--- src/rtl/bist_pattern_gen_if.sv ---
// Pattern/compactor bus between the BIST generator and the AES datapath + MISR.
// The master drives patterns and compactor strobes; the slave returns ready and signature.
interface bist_pattern_gen_if #(
    parameter int WIDTH = 8
);
    logic             pat_valid;
    logic             pat_ready;
    logic [WIDTH-1:0] pat_data;
    logic             misr_rst;
    logic             misr_en;
    logic [WIDTH-1:0] signature_in;

    modport master (
        output pat_valid,
        output pat_data,
        output misr_rst,
        output misr_en,
        input  pat_ready,
        input  signature_in
    );

    modport slave (
        input  pat_valid,
        input  pat_data,
        input  misr_rst,
        input  misr_en,
        output pat_ready,
        output signature_in
    );
endinterface

--- src/rtl/bist_pattern_gen.sv ---
// LFSR test-pattern generator and BIST sequencer: issues patterns, runs the
// compactor through its pipeline flush, then checks its signature against GOLDEN.
module bist_pattern_gen #(
    parameter int               WIDTH        = 8,
    parameter logic [WIDTH-1:0] TAPS         = 8'hB8,
    parameter logic [WIDTH-1:0] SEED         = 8'h01,
    parameter int               NUM_PATTERNS = 256,
    parameter int               FLUSH_CYCLES = 17,
    parameter logic [WIDTH-1:0] GOLDEN       = 8'h00
) (
    input  logic                 clk_i,
    input  logic                 rst_i,
    input  logic                 start_i,
    bist_pattern_gen_if.master   bus,
    output logic                 busy_o,
    output logic                 done_o,
    output logic                 pass_o
);

    localparam int PW = $clog2(NUM_PATTERNS + 1);
    localparam int FW = $clog2(FLUSH_CYCLES + 1);
    localparam logic [PW-1:0] PAT_LAST   = PW'(NUM_PATTERNS - 1);
    localparam logic [FW-1:0] FLUSH_LAST = FW'(FLUSH_CYCLES - 1);

    // An all-zero seed locks the LFSR, and zero-length phases cannot be sequenced.
    if (SEED == '0) begin : g_bad_seed
        $error("bist_pattern_gen: SEED must be nonzero");
    end
    if (NUM_PATTERNS < 1) begin : g_bad_patterns
        $error("bist_pattern_gen: NUM_PATTERNS must be >= 1");
    end
    if (FLUSH_CYCLES < 1) begin : g_bad_flush
        $error("bist_pattern_gen: FLUSH_CYCLES must be >= 1");
    end

    typedef enum logic [2:0] {
        IDLE,
        CLEAR,
        RUN,
        DRAIN,
        COMPARE,
        DONE
    } state_t;

    state_t           state_q, state_d;
    logic [WIDTH-1:0] lfsr_q, lfsr_d;
    logic [PW-1:0]    patCnt_q, patCnt_d;
    logic [FW-1:0]    flushCnt_q, flushCnt_d;
    logic             pass_q, pass_d;

    always_ff @(posedge clk_i) begin
        if (rst_i) begin
            state_q    <= IDLE;
            lfsr_q     <= SEED;
            patCnt_q   <= '0;
            flushCnt_q <= '0;
            pass_q     <= 1'b0;
        end else begin
            state_q    <= state_d;
            lfsr_q     <= lfsr_d;
            patCnt_q   <= patCnt_d;
            flushCnt_q <= flushCnt_d;
            pass_q     <= pass_d;
        end
    end

    // Strobes decode from state; only misr_en in RUN follows pat_ready so the
    // compactor sees exactly the accepted patterns.
    always_comb begin
        state_d       = state_q;
        lfsr_d        = lfsr_q;
        patCnt_d      = patCnt_q;
        flushCnt_d    = flushCnt_q;
        pass_d        = pass_q;
        bus.pat_valid = 1'b0;
        bus.misr_rst  = 1'b0;
        bus.misr_en   = 1'b0;
        busy_o        = 1'b0;
        done_o        = 1'b0;

        case (state_q)
            IDLE: begin
                if (start_i) state_d = CLEAR;
            end
            CLEAR: begin
                bus.misr_rst = 1'b1;
                busy_o       = 1'b1;
                lfsr_d       = SEED;
                patCnt_d     = '0;
                flushCnt_d   = '0;
                pass_d       = 1'b0;
                state_d      = RUN;
            end
            RUN: begin
                bus.pat_valid = 1'b1;
                bus.misr_en   = bus.pat_ready;
                busy_o        = 1'b1;
                if (bus.pat_ready) begin
                    lfsr_d   = {lfsr_q[WIDTH-2:0], ^(lfsr_q & TAPS)};
                    patCnt_d = patCnt_q + 1'b1;
                    if (patCnt_q == PAT_LAST) state_d = DRAIN;
                end
            end
            DRAIN: begin
                bus.misr_en = 1'b1;
                busy_o      = 1'b1;
                flushCnt_d  = flushCnt_q + 1'b1;
                if (flushCnt_q == FLUSH_LAST) state_d = COMPARE;
            end
            COMPARE: begin
                busy_o  = 1'b1;
                pass_d  = (bus.signature_in == GOLDEN);
                state_d = DONE;
            end
            DONE: begin
                done_o = 1'b1;
                if (start_i) state_d = CLEAR;
            end
            default: state_d = IDLE;
        endcase
    end

    assign bus.pat_data = lfsr_q;
    assign pass_o       = pass_q;

endmodule

--- src/flat_wrapper.sv ---
// flat-port wrapper written by rule: the top's interface ports become plain ports
module bist_pattern_gen_flat 
#(
    parameter int               WIDTH        = 8,
    parameter logic [WIDTH-1:0] TAPS         = 8'hB8,
    parameter logic [WIDTH-1:0] SEED         = 8'h01,
    parameter int               NUM_PATTERNS = 256,
    parameter int               FLUSH_CYCLES = 17,
    parameter logic [WIDTH-1:0] GOLDEN       = 8'h00
)
  (clk_i, rst_i, start_i, busy_o, done_o, pass_o, bus_pat_valid, bus_pat_data, bus_misr_rst, bus_misr_en, bus_pat_ready, bus_signature_in);
  bist_pattern_gen_if #(.WIDTH(WIDTH)) bus_i ();
  input  logic clk_i;
  input  logic rst_i;
  input  logic start_i;
  output logic busy_o;
  output logic done_o;
  output logic pass_o;
  output wire logic [$bits(bus_i.pat_valid)-1:0] bus_pat_valid;
  output wire logic [$bits(bus_i.pat_data)-1:0] bus_pat_data;
  output wire logic [$bits(bus_i.misr_rst)-1:0] bus_misr_rst;
  output wire logic [$bits(bus_i.misr_en)-1:0] bus_misr_en;
  input wire logic [$bits(bus_i.pat_ready)-1:0] bus_pat_ready;
  input wire logic [$bits(bus_i.signature_in)-1:0] bus_signature_in;
  assign bus_pat_valid = bus_i.pat_valid;
  assign bus_pat_data = bus_i.pat_data;
  assign bus_misr_rst = bus_i.misr_rst;
  assign bus_misr_en = bus_i.misr_en;
  assign bus_i.pat_ready = bus_pat_ready;
  assign bus_i.signature_in = bus_signature_in;
  bist_pattern_gen #(.WIDTH(WIDTH), .TAPS(TAPS), .SEED(SEED), .NUM_PATTERNS(NUM_PATTERNS), .FLUSH_CYCLES(FLUSH_CYCLES), .GOLDEN(GOLDEN)) u_core (.clk_i(clk_i), .rst_i(rst_i), .start_i(start_i), .bus(bus_i), .busy_o(busy_o), .done_o(done_o), .pass_o(pass_o));
endmodule
--- config.mk ---
export PLATFORM = sky130hd
export DESIGN_NAME = bist_pattern_gen_flat
export DESIGN_NICKNAME = d
export VERILOG_FILES = /design/src/rtl/bist_pattern_gen_if.sv /design/src/rtl/bist_pattern_gen.sv /design/src/flat_wrapper.sv
export SDC_FILE = /design/constraint.sdc
export NUM_CORES = 1
export LEC_CHECK = 0
export CAP_MARGIN = 20
export CORE_MARGIN = 3
export CORE_UTILIZATION = 50
export DETAILED_ROUTE_END_ITERATION = 6
export HOLD_SLACK_MARGIN = 0.12
export PLACE_DENSITY = 0.75
export RECOVER_POWER = 50
export SLEW_MARGIN = 20
export SYNTH_ARGS = -nofsm -noshare
export SYNTH_HDL_FRONTEND = slang
export SYNTH_SLANG_ARGS = --single-unit
--- constraint.sdc ---
create_clock -name clk_i -period 1.91 [get_ports clk_i]
set_input_delay 0.382 -clock clk_i [delete_from_list [all_inputs] [get_ports clk_i]]
set_output_delay 0.382 -clock clk_i [all_outputs]
set_load 0.02 [all_outputs]
==> impl_metrics.py, run 1 <==
metrics = {
    "grt": {
        "grt_use_total_pct": 18.85,
        "grt_pass1_vias": 1135,
        "grt_pass1_wl_um": 4995,
        "grt-ovfl-total": 0,
        "grt_max_degree": 16,
        "antenna_found_initial": 0,
    },
    "routing": {
        "routed_wl_um": 2933,
        "wl_met2_um": 1375,
        "drtIter0Drc": 33,
        "top_layer_used": "met4",
        "drtPass1Iterations": 4,
        "avgRoutedWirePerCell_um": 14.38,
        "met1_length_um": 1412,
        "wl_met3_um": 113,
        "num_vias": 1174,
        "drc": 0,
        "antenna_left": 0,
        "via_per_inst": 5.755,
    },
    "floorplanning": {
        "dieHeight_um": 57.26,
        "ios": 26,
        "core_um2": 2340,
        "dieArea_um2": 3279,
        "die_x_um": 57.26,
        "start_util_pct": 56.15,
        "rows": 17,
    },
    "synthesis": {
        "syn_area_um2": 1314,
        "synthDistinctLibCells": 39,
        "synth_nets": 158,
        "yosys-top-cells-area": "dfxtp_1 (40%), a22o_1 (5.3%), ha_1 (3.8%)",
        "syn_area_per_cell_um2": 9.252,
        "yosysWarnings": 0,
        "synth_top_area_share_pct": 39.62,
        "ys_ff_latch": 26,
        "seq_area_frac_synth_pct": 39.62,
        "synthCells": 142,
        "yosysTopAreaCell": "dfxtp_1",
    },
    "sta": {
        "hold_viol_final": 0,
        "fin_crit_sh_pct": 96.70,
        "max_freq_mhz": 541.5,
        "finalSetupViolations": 0,
        "final_max_slew_viol_count": 0,
        "skew_ns": 0.007007,
        "hold_slack_ns": 0.4773,
        "setup_ws_ns": 0.06312,
        "post-route-min-period_ns": 1.847,
        "setup-tns-final_ns": 0,
        "slew-limit-headroom_pct": 59.34,
        "worstMarginPinSlew_ns": 0.6017,
        "rsz0062_at_grt": "no",
    },
    "placement": {
        "dp_cells": 200,
        "place_ws_ns": -0.1746,
        "routabilityCongestion": 0.7438,
        "port_buffers": 25,
        "hpwlAfterDp_um": 2130,
    },
    "final_layout": {
        "final_cell_mix": "dfxtp_1 (25), clkdlybuf4s50_1 (19), nor2_1 (10), nand3_1 (9), buf_4 (9)",
        "fin_util_pct": 72.30,
        "drive_gt1_share_pct": 14.20,
        "diodes": 0,
        "fin_nets": 193,
        "fin_cells": 204,
        "syn_to_final_growth_pct": 28.76,
        "final_common_cell": "dfxtp_1",
    },
    "clock_tree": {
        "insertion_delay_ns": 0.33,
        "numCtsBuffers": 3,
        "clkTransAtPathRegs_ns": 0.15,
        "htree_num_levels": 1,
        "cts.sinks": 26,
        "cts_tree": "yes",
        "cts_buffer_depth": 2,
        "clockRootBuffer": "clkbuf_4",
    },
    "power": {
        "peakVddDrop_v": 0.0004434,
        "powerDensity_nw_per_um2": 649.8,
        "leakage_nw": 0.6709,
    },
    "setup_path": {
        "cp_slowest_cell": "dfxtp_1",
        "path_cells": "or3b_4 > inv_2 > clkdlybuf4s15_1",
        "crit_type": "reg2out",
        "cpLargestDelayFamily": "flip-flops",
        "critPathBufInv": 2,
        "worstPathRequired_ns": 1.53,
        "start_kind": "flip-flop",
        "cpPeakStageDelay_ns": 0.39,
        "end_kind": "output pin",
        "critical_path_arrival_ns": 1.46,
        "path_max_fanout": 5,
    },
    "outcome": {
        "status": "finished, final reports clean",
    },
    "job": {
        "drv_cap": 0,
    },
    "hold_path": {
        "hp-class": "reg2reg",
    },
}
-- cell usage after synthesis, drive strengths merged --
master / count
nor4: 2
nor2b: 1
o32ai: 1
nor3: 5
clkbuf: 6
nor4bb: 2
nand4bb: 1
nand3: 9
nand4: 4
a211oi: 2
nand2: 4
nand2b: 4
dfxtp: 26
and3: 3
or3: 4
a21oi: 6
ha: 4
and4: 1
buf: 1
nand4b: 1
nor2: 10
a22o: 8
nor3b: 2
o211ai: 1
mux2i: 5
and4bb: 1
a22oi: 1
mux2: 3
or3b: 1
a21o: 2
a31oi: 1
inv: 9
xnor2: 5
and3b: 1
a211o: 2
o21ai: 3
-- cells by family (layout without fill, tap and decap cells) --
group	after synthesis	count (layout)	share of synthesized area, %
simple gates	56	56	25.62
compound gates	27	27	15.81
flops	26	26	39.62
buf+inv	16	50	5.142
mux	8	8	6.666
xor+xnor	5	5	3.333
fa+ha+maj	4	4	3.810
-- state kept, by name (all words and copies together) (netlist names) --
| name | count |
|---|---|
| u_core.pass_o | 1 |
| u_core.bus.pat_data | 8 |
| u_core.patCnt_q | 9 |
| u_core.state_q | 3 |
| u_core.flushCnt_q | 5 |
-- final timing paths --
check,depth (start not counted),slack [ns],start,end
setup / recovery,3,0.06,u_core.state_q[1]$_SDFFE_PP0P_,bus_misr_rst
hold / removal,1,0.48,u_core.patCnt_q[8]$_SDFFE_PP0P_,u_core.patCnt_q[8]$_SDFFE_PP0P_
setup reg to reg,7,0.19,u_core.patCnt_q[0]$_SDFFE_PP0P_,u_core.state_q[0]$_SDFFE_PP0P_
hold reg to reg,1,0.48,u_core.patCnt_q[8]$_SDFFE_PP0P_,u_core.patCnt_q[8]$_SDFFE_PP0P_
-- power breakdown --
part | switching, mW | internal, mW
clock | 0.173 | 0.212
combinational | 0.0796 | 0.0748
sequential | 0.00877 | 0.551
-- stage by stage --
| stage | cell area [um2] | total power, mW |
|---|---|---|
| 2_1_floorplan | 1314 | 0.6557 |
| 3_3_place_gp | 1668 | 0.7306 |
| 3_5_place_dp | 1668 | 0.7358 |
| 4_1_cts | 1715 | 1.112 |
| 5_1_grt | 1692 | 1.147 |
| 6_report | 1692 | 1.099 |
-- what timing repair did --
action | CTS | global route
hold buffers | 0 | 0
resized for setup | 6 | 6
pin swaps | 0 | 0
setup endpoints to repair | 5 | 4
buffers inserted | 0 | 0
gates cloned | 0 | 0
-- area by class of cell --
type / count / area (um2)
Clock buffer: 3 / 22.52
Fill cell: 190 / 648.1
Tap cell: 28 / 35.03
Clock inverter: 1 / 30.03
Inverter: 9 / 33.78
Multi-Input combinational cell: 100 / 715.7
Timing Repair Buffer: 37 / 332.8
Sequential cell: 26 / 521.8
-- per-layer routing --
metal | vias up | GRT usage (%)
met4 | 0 | 6.291
met2 | 35 | 31.16
met5 | - | 0
met3 | 4 | 3.620
met1 | 552 | 24.65
li1 | 583 | -
Note: power is estimated with default switching activity, not from simulation.
==> inputs of run 2 (changes only) <==
CAP_MARGIN = not set   (was 20)
CTS_CLUSTER_DIAMETER = 30   (was not set)
==> results of run 2 <==
Final layout, timing and power as in run 1 (identical DEF).
